`src/rtl/cam_emulator.sv`:
```
// cam_emulator: emulates a QQVGA-class camera sensor emitting RGB444 frames.
//
// A free-running pixel clock (clk/2) is generated; all sensor-side outputs and the
// timing FSM advance only on "pclk ticks" (the clk edge where CAM_pclk falls), so
// they are stable whenever CAM_pclk rises. A frame is VSYNC, vertical back porch,
// WR lines of (2*WC bytes of ACTIVE + HBLANK), then vertical front porch.
//
// Configuration macro: CAM_EMU_COLORBAR_EN
//   undefined (default) : gradient pattern R=col[7:4], G=row[6:3], B=col[3:0]
//   defined             : 8 vertical colour bars, each WC/8 columns wide
//
// Ports:
//   clk          in   system clock
//   rst          in   asynchronous active-high reset
//   enable       in   1 = generate frames continuously (sampled at frame boundaries)
//   CAM_pclk     out  emulated pixel clock, clk/2
//   CAM_vsync    out  frame sync, active-high
//   CAM_href     out  line valid, active-high
//   CAM_px_data  out  pixel byte; even byte {4'h0, R}, odd byte {G, B}; 0 outside href
//   frame_done   out  one-clk pulse when the last line's blanking ends

module cam_emulator #(
    parameter int WC      = 160,
    parameter int WR      = 120,
    parameter int VS_LEN  = 3,
    parameter int VBP_LEN = 17,
    parameter int HB_LEN  = 16,
    parameter int VFP_LEN = 10
) (
    input  logic       clk,
    input  logic       rst,
    input  logic       enable,
    output logic       CAM_pclk,
    output logic       CAM_vsync,
    output logic       CAM_href,
    output logic [7:0] CAM_px_data,
    output logic       frame_done
);

    localparam int COL_W = ($clog2(WC) > 8) ? $clog2(WC) : 8;
    localparam int ROW_W = ($clog2(WR) > 7) ? $clog2(WR) : 7;
    localparam int CNT_W = 16;

    localparam logic [COL_W-1:0] COL_LAST = COL_W'(WC - 1);
    localparam logic [ROW_W-1:0] ROW_LAST = ROW_W'(WR - 1);
    localparam logic [CNT_W-1:0] VS_LAST  = CNT_W'(VS_LEN - 1);
    localparam logic [CNT_W-1:0] VBP_LAST = CNT_W'(VBP_LEN - 1);
    localparam logic [CNT_W-1:0] HB_LAST  = CNT_W'(HB_LEN - 1);
    localparam logic [CNT_W-1:0] VFP_LAST = CNT_W'(VFP_LEN - 1);

    typedef enum logic [2:0] {
        StIdle,
        StVsync,
        StVbp,
        StActive,
        StHblank,
        StVfp
    } state_t;

    state_t             state_q, state_d;
    logic               pclk_q;
    logic [CNT_W-1:0]   cnt_q, cnt_d;
    logic [COL_W-1:0]   col_q, col_d;
    logic [ROW_W-1:0]   row_q, row_d;
    logic               phase_q, phase_d;   // 0 = first byte {0,R}, 1 = second byte {G,B}
    logic               frame_done_q, frame_done_d;

    logic [3:0] pix_r, pix_g, pix_b;

    // ------------------------------------------------------------------
    // State registers
    // ------------------------------------------------------------------
    always_ff @(posedge clk or posedge rst) begin
        if (rst) begin
            pclk_q       <= 1'b0;
            state_q      <= StIdle;
            cnt_q        <= '0;
            col_q        <= '0;
            row_q        <= '0;
            phase_q      <= 1'b0;
            frame_done_q <= 1'b0;
        end else begin
            pclk_q       <= ~pclk_q;
            state_q      <= state_d;
            cnt_q        <= cnt_d;
            col_q        <= col_d;
            row_q        <= row_d;
            phase_q      <= phase_d;
            frame_done_q <= frame_done_d;
        end
    end

    // ------------------------------------------------------------------
    // Next-state logic; only evaluated on a pclk tick (pclk currently high,
    // about to fall), otherwise everything holds.
    // ------------------------------------------------------------------
    always_comb begin
        state_d      = state_q;
        cnt_d        = cnt_q;
        col_d        = col_q;
        row_d        = row_q;
        phase_d      = phase_q;
        frame_done_d = 1'b0;

        if (pclk_q) begin
            unique case (state_q)
                StIdle: begin
                    if (enable) begin
                        state_d = StVsync;
                        cnt_d   = '0;
                    end
                end
                StVsync: begin
                    if (cnt_q == VS_LAST) begin
                        state_d = StVbp;
                        cnt_d   = '0;
                    end else begin
                        cnt_d = cnt_q + 1'b1;
                    end
                end
                StVbp: begin
                    if (cnt_q == VBP_LAST) begin
                        state_d = StActive;
                        cnt_d   = '0;
                        row_d   = '0;
                        col_d   = '0;
                        phase_d = 1'b0;
                    end else begin
                        cnt_d = cnt_q + 1'b1;
                    end
                end
                StActive: begin
                    if (!phase_q) begin
                        phase_d = 1'b1;
                    end else begin
                        phase_d = 1'b0;
                        if (col_q == COL_LAST) begin
                            state_d = StHblank;
                            col_d   = '0;
                            cnt_d   = '0;
                        end else begin
                            col_d = col_q + 1'b1;
                        end
                    end
                end
                StHblank: begin
                    if (cnt_q == HB_LAST) begin
                        cnt_d = '0;
                        if (row_q == ROW_LAST) begin
                            state_d      = StVfp;
                            row_d        = '0;
                            frame_done_d = 1'b1;
                        end else begin
                            state_d = StActive;
                            row_d   = row_q + 1'b1;
                        end
                    end else begin
                        cnt_d = cnt_q + 1'b1;
                    end
                end
                StVfp: begin
                    // enable is only looked at here, so a frame is never cut short
                    if (cnt_q == VFP_LAST) begin
                        cnt_d   = '0;
                        state_d = enable ? StVsync : StIdle;
                    end else begin
                        cnt_d = cnt_q + 1'b1;
                    end
                end
                default: state_d = StIdle;
            endcase
        end
    end

    // ------------------------------------------------------------------
    // Pixel pattern
    // ------------------------------------------------------------------
`ifdef CAM_EMU_COLORBAR_EN
    localparam int BAR_W = (WC / 8 > 0) ? WC / 8 : 1;

    logic [COL_W-1:0] bar_full;
    logic [2:0]       bar_sel;

    always_comb begin
        bar_full = col_q / COL_W'(BAR_W);
        // Clamp so leftover columns (WC not a multiple of 8) extend the last bar
        bar_sel  = (bar_full > COL_W'(7)) ? 3'd7 : bar_full[2:0];
        unique case (bar_sel)
            3'd0:    {pix_r, pix_g, pix_b} = 12'hFFF;
            3'd1:    {pix_r, pix_g, pix_b} = 12'hFF0;
            3'd2:    {pix_r, pix_g, pix_b} = 12'h0FF;
            3'd3:    {pix_r, pix_g, pix_b} = 12'h0F0;
            3'd4:    {pix_r, pix_g, pix_b} = 12'hF0F;
            3'd5:    {pix_r, pix_g, pix_b} = 12'hF00;
            3'd6:    {pix_r, pix_g, pix_b} = 12'h00F;
            default: {pix_r, pix_g, pix_b} = 12'h000;
        endcase
    end
`else
    always_comb begin
        pix_r = col_q[7:4];
        pix_g = row_q[6:3];
        pix_b = col_q[3:0];
    end
`endif

    // ------------------------------------------------------------------
    // Outputs: decoded from registers, so they move only on pclk ticks
    // and clear immediately with the asynchronous reset.
    // ------------------------------------------------------------------
    always_comb begin
        CAM_pclk    = pclk_q;
        CAM_vsync   = (state_q == StVsync);
        CAM_href    = (state_q == StActive);
        CAM_px_data = 8'h00;
        if (state_q == StActive) begin
            CAM_px_data = phase_q ? {pix_g, pix_b} : {4'h0, pix_r};
        end
        frame_done  = frame_done_q;
    end

endmodule

```
`config.mk`:
```
export PLATFORM = sky130hd
export DESIGN_NAME = cam_emulator
export DESIGN_NICKNAME = d
export VERILOG_FILES = /design/src/rtl/cam_emulator.sv
export SDC_FILE = /design/constraint.sdc
export NUM_CORES = 1
export LEC_CHECK = 0
export CAP_MARGIN = 20
export CORE_ASPECT_RATIO = 1.75
export CORE_MARGIN = 2
export CORE_UTILIZATION = 50
export CTS_CLUSTER_DIAMETER = 40
export DETAILED_ROUTE_END_ITERATION = 8
export GPL_TIMING_DRIVEN = 0
export PLACE_DENSITY = 0.69
export REMOVE_ABC_BUFFERS = 1
export SETUP_SLACK_MARGIN = 0.1
export SYNTH_ARGS = -nofsm -noshare
export SYNTH_HDL_FRONTEND = slang
export SYNTH_SLANG_ARGS = --single-unit
```
`constraint.sdc`:
```
create_clock -name clk -period 5.84 [get_ports clk]
set_input_delay 0.584 -clock clk [delete_from_list [all_inputs] [get_ports clk]]
set_output_delay 0.584 -clock clk [all_outputs]
set_load 0.02 [all_outputs]
```
==> results_dict.tcl, run 1 <==
set metrics [dict create \
    dp_cells 319 \
    setup_viol 0 \
    first_iter_violations 78 \
    cap_violations 0 \
    cts_tree "built" \
    cts_made_buffers 5 \
    drc 0 \
    antenna_left 0 \
    drt_wl_total_um 5360 \
    fmax_mhz 329 \
    final.setup.tns_ps 0 \
    firstDrtPassIters 4 \
    ir_drop_mv 0.195 \
    min_period_ps 3040 \
    holdBufCountCts 0 \
    io_pins 15 \
    ys_seq_area_frac 0.390 \
    fillers 439 \
    cp.arrival_ps 2460 \
    report.final.slew_viol_count 0 \
    reg2reg_from "state_q[2]$_DFFE_PP0P_" \
    rows 33 \
    critPathKind "reg -> out" \
    ys_ff_latch 37 \
    worstMarginPinSlew_ps 811 \
    grt_pass1_vias 1998 \
    wire_per_inst_um 16.4 \
    layout_common_cells "dfrtp_1, o21ai_0, nand2_1" \
    crit_slowest_cell "clkdlybuf4s50_1" \
    clockBufferDepth 2 \
    grt_first_pass_wirelength_um 9340 \
    port_buffers 14 \
    grt_max_degree 38 \
    hold_viol 0 \
    antenna_found_initial 0 \
    synth_top_area_cell "dfrtp_1" \
    required_ps 5260 \
    holdPathStages 1 \
    cts.repair.resized 0 \
    gr-usage-all-layers 0.220 \
    grt_overflow_total 0 \
    clkLatencyLatePin_ps 300 \
    r2r-end "cnt_q[11]$_DFFE_PP0P_" \
    postPlaceCellArea_sq_um 2510 \
    cts_sinks 37 \
    synth_warnings 0 \
    start_util 0.513 \
    async_flop_share 1.00 \
    layout_commonest_cell "dfrtp_1" \
    status "finished, final reports clean" \
    reg2regPathDepth 8 \
    slew_headroom 0.459 \
    p_leak_uw 0.00111 \
    fp.dieH_um 95.1 \
    post-route-period-util 0.520 \
    post-cts-setup-buffers 0 \
    synth_area_leaders "dfrtp_1, o21ai_0, mux2i_1, nand2_1, nand3_1" \
    drt-vias-per-instance 6.28 \
    ys_types 53 \
    cp_top_family "buffers and inverters" \
    die_width_um 56.1 \
    hold_path_end "cnt_q[15]$_DFFE_PP0P_" \
    avgSynthCellArea_sq_um 8.95 \
    p_per_area_nw_per_um2 190 \
    fin_worst_skew_ps 7.39 \
    num_vias 2052 \
    hpwlAfterDp_um 3740 \
    htreeDepth 2 \
    critPathBufInv 2 \
    endpoint_kind "primary output" \
    hold_path.class "reg -> reg" \
    cts-root-buf "clkbuf_8" \
    gp_congestion 0.840 \
    fin_area_sq_um 2630 \
    synth_edf_count 0 \
    min_from "cnt_q[15]$_DFFE_PP0P_" \
    diodes 0 \
    synth_top_flop_cell "dfrtp_1" \
    rsz0062_at_grt "no" \
    yosysTopAreaCellShare 0.390 \
    layout-drive-gt1-share 0.0800 \
    die_area_sq_um 5330 \
    critPathMaxFanout 11 \
    reg2reg_slack_ps 3420 \
    netlist_instances 265 \
    clkTransAtPathRegs_ps 80 \
    fin_nets 283 \
    path_cells "nor2b_2 -> nand2_1 -> inv_2 -> and3_1 -> clkdlybuf4s50_1" \
    cp-start-kind "flop" \
    core_area_sq_um 4620 \
    final_cells 327 \
    netlist_area_sq_um 2370 \
    area_growth_pct 10.9 \
    max_stage_delay_ps 590 \
]
[cells by family (layout without fill, tap and decap cells)]
kind of cell             Yosys count  after routing  synth area share
AND/OR/NAND/NOR                  121            121             0.289
AO/OA/AOI/OAI                     70             70             0.206
flip-flops                        37             37             0.390
buffers and inverters             21             31            0.0411
multiplexers                      10             10            0.0427
adder cells (fa/ha/maj)            6              6            0.0316
[synth_stat cells (2+ instances only)]
| cell type | instances |
|---|---|
| a21oi_1 | 9 |
| nor2b_1 | 7 |
| nor3b_1 | 2 |
| ha_1 | 6 |
| nor2_1 | 16 |
| or3_1 | 7 |
| o41ai_1 | 3 |
| a22o_1 | 8 |
| and3_1 | 10 |
| and2_1 | 3 |
| nand2b_1 | 3 |
| nand3b_1 | 2 |
| o21ai_0 | 25 |
| nand4_1 | 8 |
| buf_2 | 6 |
| a21o_1 | 3 |
| clkbuf_1 | 4 |
| nand3_1 | 16 |
| nor3_1 | 4 |
| nor4_1 | 5 |
| mux2i_1 | 9 |
| or2_2 | 2 |
| nand2_1 | 24 |
| o31ai_1 | 10 |
| o21bai_1 | 2 |
| inv_1 | 8 |
| dfrtp_1 | 37 |
[worst max path at each step]
stage                                      start              to  slack (ps)  cells past startpoint
after floorplan           state_q[2]$_DFFE_PP0P_  CAM_px_data[4]        3820                      4
final                     state_q[1]$_DFFE_PP0P_  CAM_px_data[4]        2800                      5
after CTS                 state_q[1]$_DFFE_PP0P_  CAM_px_data[4]        2790                      5
after global placement    state_q[1]$_DFFE_PP0P_  CAM_px_data[4]        3110                      5
after detailed placement  state_q[1]$_DFFE_PP0P_  CAM_px_data[4]        3110                      5
after global routing      state_q[1]$_DFFE_PP0P_  CAM_px_data[5]        2640                      5
[metrics by stage]
step	power, uW	hold slack (ps)	util	setup WS, ps
2_1_floorplan	265	452	-	3820
3_3_place_gp	268	462	0.544	3110
3_5_place_dp	269	481	0.544	3110
4_1_cts	504	501	0.569	2790
5_1_grt	513	514	0.569	2640
6_report	500	490	0.569	2800
[state kept, by name, indices dropped and copies added (netlist names)]
signal	cells
CAM_pclk	1
cnt_q	16
col_q	8
frame_done	1
phase_q	1
row_q	7
state_q	3
[area by class of cell]
class	count	area, sq um	share of cell area
clock inverter	1	30.0	0.0114
tap	52	65.1	0.0247
sequential	37	926	0.352
inverter	9	33.8	0.0128
multi-input combinational	207	1350	0.513
timing repair buffer	14	140	0.0533
clock buffer	7	86.3	0.0328
[power breakdown]
group / internal [uW] / switching (uW)
clock: 139 / 97.5
sequential: 256 / 0
combinational: 1.29 / 5.75
total: 397 / 103
[layer usage]
layer  vias to the layer above  global-route usage  share of wire
met5                         -                   0              0
met4                         0               0.111          0.032
met3                        13              0.0339          0.026
met2                        46               0.413           0.53
met1                       987               0.235           0.41
li1                       1006                   -              -
[worst register-to-register path: stages, from the launching register on]
cell     delay (ps)
dfrtp_1         580
nor2b_2         140
nand2_1         360
inv_2           170
o21ai_4         160
nand2_1         230
nor2_4          280
o21ai_0         140
a22o_1          240
No activity file was read; power rests on OpenSTA's default activity.
==> inputs of run 2 (changes only) <==
==> constraint.sdc (replaced) <==
create_clock -name clk -period 2.8 [get_ports clk]
set_input_delay 0.28 -clock clk [delete_from_list [all_inputs] [get_ports clk]]
set_output_delay 0.28 -clock clk [all_outputs]
set_load 0.02 [all_outputs]
==> run 2 against run 1 <==
Against the previous run:
- die area did not move
- sequential share of layout area fell by 0.10 points
- critical path type unchanged
- worst setup slack got worse by 2600 ps
- non-clock buffer count did not move
- routed wire length rose by 0.69%
- power rose by 110%
- utilization rose by 0.16 points
- sequential power rose by 110%
==> results_dict.tcl, run 2 (synthesized netlist as in run 1, its figures left out) <==
set metrics [dict create \
    status "finished, final reports clean" \
    wire_per_inst_um 16.5 \
    setup_viol 0 \
    p_per_area_nw_per_um2 394 \
    min_period_ps 2550 \
    layout-drive-gt1-share 0.0836 \
    num_vias 2061 \
    fin_nets 283 \
    largest_reg_flops 16 \
    gr-usage-all-layers 0.220 \
    post-cts-setup-buffers 0 \
    layout_commonest_cell "dfrtp_1" \
    crit_slowest_cell "clkdlybuf4s50_1" \
    report.final.slew_viol_count 0 \
    post-route-period-util 0.911 \
    clkTransAtPathRegs_ps 80 \
    grt_max_degree 38 \
    cts_sinks 37 \
    clockBufferDepth 2 \
    cp.arrival_ps 2270 \
    endpoint_kind "primary output" \
    dp_cells 319 \
    port_buffers 14 \
    cts_made_buffers 5 \
    holdBufCountCts 0 \
    cts_tree "built" \
    final.setup.tns_ps 0 \
    whs_ps 453 \
    required_ps 2520 \
    drt_wl_total_um 5400 \
    hpwlAfterDp_um 3740 \
    layout_common_cells "dfrtp_1, o21ai_0, nand2_1" \
    clkLatencyLatePin_ps 290 \
    drt-vias-per-instance 6.30 \
    die_area_sq_um 5330 \
    fmax_mhz 392 \
    rsz0062_at_grt "no" \
    core_area_sq_um 4620 \
    critPathBufInv 2 \
    start_util 0.513 \
    hold_viol 0 \
    reg2reg_slack_ps 510 \
    cp-start-kind "flop" \
    critPathKind "reg -> out" \
    first_iter_violations 90 \
    antenna_left 0 \
    critPathMaxFanout 13 \
    cap_violations 0 \
    grt_first_pass_wirelength_um 9340 \
    htreeDepth 2 \
    die_width_um 56.1 \
    gp_congestion 0.840 \
    area_growth_pct 11.2 \
    path_cells "nor2b_4 -> nand2_2 -> inv_2 -> and3_1 -> clkdlybuf4s50_1" \
    max_stage_delay_ps 590 \
    antenna_found_initial 0 \
    drc 0 \
    final_cells 327 \
    largest_registers "cnt_q: 16 flops, col_q: 8 flops, row_q: 7 flops" \
    io_pins 15 \
    cts-root-buf "clkbuf_8" \
    top_register "cnt_q" \
    ir_drop_mv 0.405 \
    cp_top_family "buffers and inverters" \
    grt_pass1_vias 1998 \
    firstDrtPassIters 4 \
    fin_worst_skew_ps 5.49 \
    fp.dieH_um 95.1 \
    p_leak_uw 0.00112 \
    diodes 0 \
    rows 33 \
    post-route-util 0.570 \
    hold_path.class "in -> async" \
    grt_overflow_total 0 \
    slew_headroom 0.459 \
    worstMarginPinSlew_ps 810 \
]
[run 2: cell types whose count changed in the layout (fill, tap and decap cells not counted)]
| cell | change |
|---|---|
| nor2b_2 | -1 |
| nand2_2 | +1 |
| nand2_1 | -1 |
| nor2b_4 | +1 |
[run 2: through the flow]
step	worst slack [ps]	total power (uW)	instance area [sq um]
after floorplan	831	553	2310
after global placement	371	560	2510
after detailed placement	372	560	2510
after CTS	184	1050	2630
after global routing	107	1070	2640
final	250	1040	2640
[run 2: path summary, 6_finish.rpt]
| check | start | to | depth (start not counted) |
|---|---|---|---|
| worst max-delay path | state_q[2]$_DFFE_PP0P_ | CAM_px_data[4] | 5 |
| worst min-delay path | rst | col_q[6]$_DFFE_PP0P_ | 2 |
| worst max register to register | cnt_q[12]$_DFFE_PP0P_ | row_q[6]$_DFFE_PP0P_ | 5 |
| worst min register to register | cnt_q[15]$_DFFE_PP0P_ | cnt_q[15]$_DFFE_PP0P_ | 1 |
| max in group asynchronous | rst | state_q[0]$_DFFE_PP0P_ | 2 |
| min in group clk | cnt_q[15]$_DFFE_PP0P_ | cnt_q[15]$_DFFE_PP0P_ | 1 |
[run 2: layout make-up]
| class | count | area, sq um |
|---|---|---|
| fillers | 440 | 1990 |
| clock inverters | 1 | 30.0 |
| well taps | 52 | 65.1 |
| clock buffers | 7 | 86.3 |
| multi-input cells | 207 | 1360 |
| inverters | 9 | 33.8 |
| flip-flops and latches | 37 | 926 |
| repair buffers | 14 | 140 |
[run 2: what timing repair did]
| item | 4_1_cts | 5_1_grt |
|---|---|---|
| gates cloned | 0 | 0 |
| pin swaps | 0 | 0 |
| resized for setup | 1 | 1 |
| setup endpoints to repair | 4 | 4 |
[run 2: report_power, final]
group          leakage (uW)  total, uW  switching, uW  internal (uW)
Sequential         0.000487        534              0            534
Clock             0.0000585        491            201            291
Combinational      0.000570       14.6           11.9           2.70
[run 2: per-layer routing]
metal | vias up | global-route usage | wire (um)
li1 | 1007 | - | -
met3 | 14 | 0.0339 | 127
met2 | 49 | 0.413 | 2910
met1 | 991 | 0.235 | 2200
met4 | 0 | 0.111 | 162
met5 | - | 0 | 0
==> inputs of run 3 (changes only) <==
--- a/config.mk
+++ b/config.mk
@@ -7,7 +7,6 @@
 export LEC_CHECK = 0
 export CAP_MARGIN = 20
 export CORE_ASPECT_RATIO = 1.75
-export CORE_MARGIN = 2
 export CORE_UTILIZATION = 50
 export CTS_CLUSTER_DIAMETER = 40
 export DETAILED_ROUTE_END_ITERATION = 8
==> run 3 against run 2 <==
Against the previous run:
- routed wire length fell by 1.7%
- cell area shrank 1.3%
- largest power group unchanged
- critical path depth unchanged
==> results_dict.tcl, run 3 (synthesized netlist as in run 1, its figures left out) <==
set metrics [dict create \
    ir_drop_mv 0.311 \
    whs_ps 453 \
    largest_reg_flops 16 \
    die_width_um 54.1 \
    htreeDepth 2 \
    required_ps 2520 \
    layout_commonest_cell "dfrtp_1" \
    port_buffers 14 \
    firstDrtPassIters 4 \
    antenna_found_initial 0 \
    first_iter_violations 55 \
    post-cts-setup-buffers 0 \
    gr-usage-all-layers 0.240 \
    start_util 0.529 \
    clockBufferDepth 2 \
    status "finished, final reports clean" \
    final-seq-area_sq_um 927 \
    max_stage_delay_ps 600 \
    fmax_mhz 394 \
    cap_violations 0 \
    wire_per_inst_um 16.3 \
    min_period_ps 2540 \
    hpwlAfterDp_um 3720 \
    cts-root-buf "clkbuf_8" \
    rsz0062_at_grt "no" \
    fillers 436 \
    critPathBufInv 2 \
    cp_top_family "buffers and inverters" \
    fin_worst_skew_ps 7.73 \
    top_register "cnt_q" \
    drc 0 \
    cts_tree "built" \
    fp.dieH_um 93.1 \
    path_cells "nor2b_4 -> nand2_2 -> inv_2 -> and3_1 -> clkdlybuf4s50_1" \
    p_leak_uw 0.00110 \
    grt_max_degree 38 \
    area_growth_pct 9.76 \
    worstMarginPinSlew_ps 801 \
    gp_congestion 0.818 \
    fin_nets 283 \
    largest_registers "cnt_q: 16 flops, col_q: 8 flops, row_q: 7 flops" \
    final.setup.tns_ps 0 \
    diodes 0 \
    cp-start-kind "flop" \
    drt_wl_total_um 5300 \
    cts_made_buffers 5 \
    setup_viol 0 \
    hold_viol 0 \
    p_per_area_nw_per_um2 353 \
    critPathMaxFanout 13 \
    core_area_sq_um 4480 \
    drt-vias-per-instance 6.29 \
    layout_common_cells "dfrtp_1, o21ai_0, nand2_1" \
    num_vias 2051 \
    slew_headroom 0.465 \
    io_pins 15 \
    clkTransAtPathRegs_ps 80 \
    cts_sinks 37 \
    endpoint_kind "primary output" \
    post-route-period-util 0.907 \
    report.final.slew_viol_count 0 \
    layout-drive-gt1-share 0.0873 \
    grt_first_pass_wirelength_um 8970 \
    grt_overflow_total 0 \
    critPathKind "reg -> out" \
    cp.arrival_ps 2260 \
    antenna_left 0 \
    clkLatencyLatePin_ps 290 \
    grt_pass1_vias 1928 \
    die_area_sq_um 5040 \
    multi_input_area_sq_um 1360 \
    crit_slowest_cell "clkdlybuf4s50_1" \
    hold_path.class "in -> async" \
    rows 32 \
    holdBufCountCts 0 \
]
run 3: stage by stage:
stage | power [uW] | instances | worst slack (ps) | util | instance area, sq um
3_5_place_dp | 560 | 318 | 332 | 0.560 | 2510
5_1_grt | 957 | 326 | 122 | 0.581 | 2600
4_1_cts | 931 | 326 | 156 | 0.579 | 2600
3_3_place_gp | 560 | 318 | 355 | 0.560 | 2510
2_1_floorplan | 553 | 253 | 831 | - | 2310
6_report | 919 | 326 | 261 | 0.581 | 2600
run 3: cell type report:
cell class / instances / area share
multi-input cells: 207 / 0.521
inverters: 9 / 0.0130
clock buffers: 6 / 0.0279
well taps: 51 / 0.0245
clock inverters: 2 / 0.00384
repair buffers: 14 / 0.0538
flip-flops and latches: 37 / 0.356
run 3: final timing paths:
kind                                        start  slack [ps]  cells after the start                      to
max                        state_q[2]$_DFFE_PP0P_         260                      5          CAM_px_data[4]
min                                           rst         450                      2    col_q[6]$_DFFE_PP0P_
max reg2reg                 cnt_q[12]$_DFFE_PP0P_         540                      5    row_q[6]$_DFFE_PP0P_
min reg2reg                 cnt_q[15]$_DFFE_PP0P_         490                      1   cnt_q[15]$_DFFE_PP0P_
max in group asynchronous                     rst        1780                      2  state_q[1]$_DFFE_PP0P_
min in group clk            cnt_q[15]$_DFFE_PP0P_         490                      1   cnt_q[15]$_DFFE_PP0P_
run 3: power by group:
group          switching (uW)  internal [uW]
registers                   0            534
logic                    11.8           2.70
clock network             198            173
total                     210            709
run 3: timing repair:
action,CTS,global route
gates resized for setup,1,2
gates cloned,0,0
endpoints found under the setup margin,4,4
run 3: metal layers:
| metal | vias up | share of wire | GRT usage |
|---|---|---|---|
| met5 | - | 0 | 0 |
| met4 | 0 | 0.016 | 0.0919 |
| met3 | 8 | 0.020 | 0.0374 |
| met2 | 29 | 0.54 | 0.430 |
| met1 | 1011 | 0.42 | 0.268 |
| li1 | 1003 | - | - |
run 3: worst reg2reg max path: stages (launching register included):
cell and delay, ps:
dfrtp_1 430, nor4_1 480, nand4_1 240, or3_1 540, nand2b_1 240, o31ai_1 250
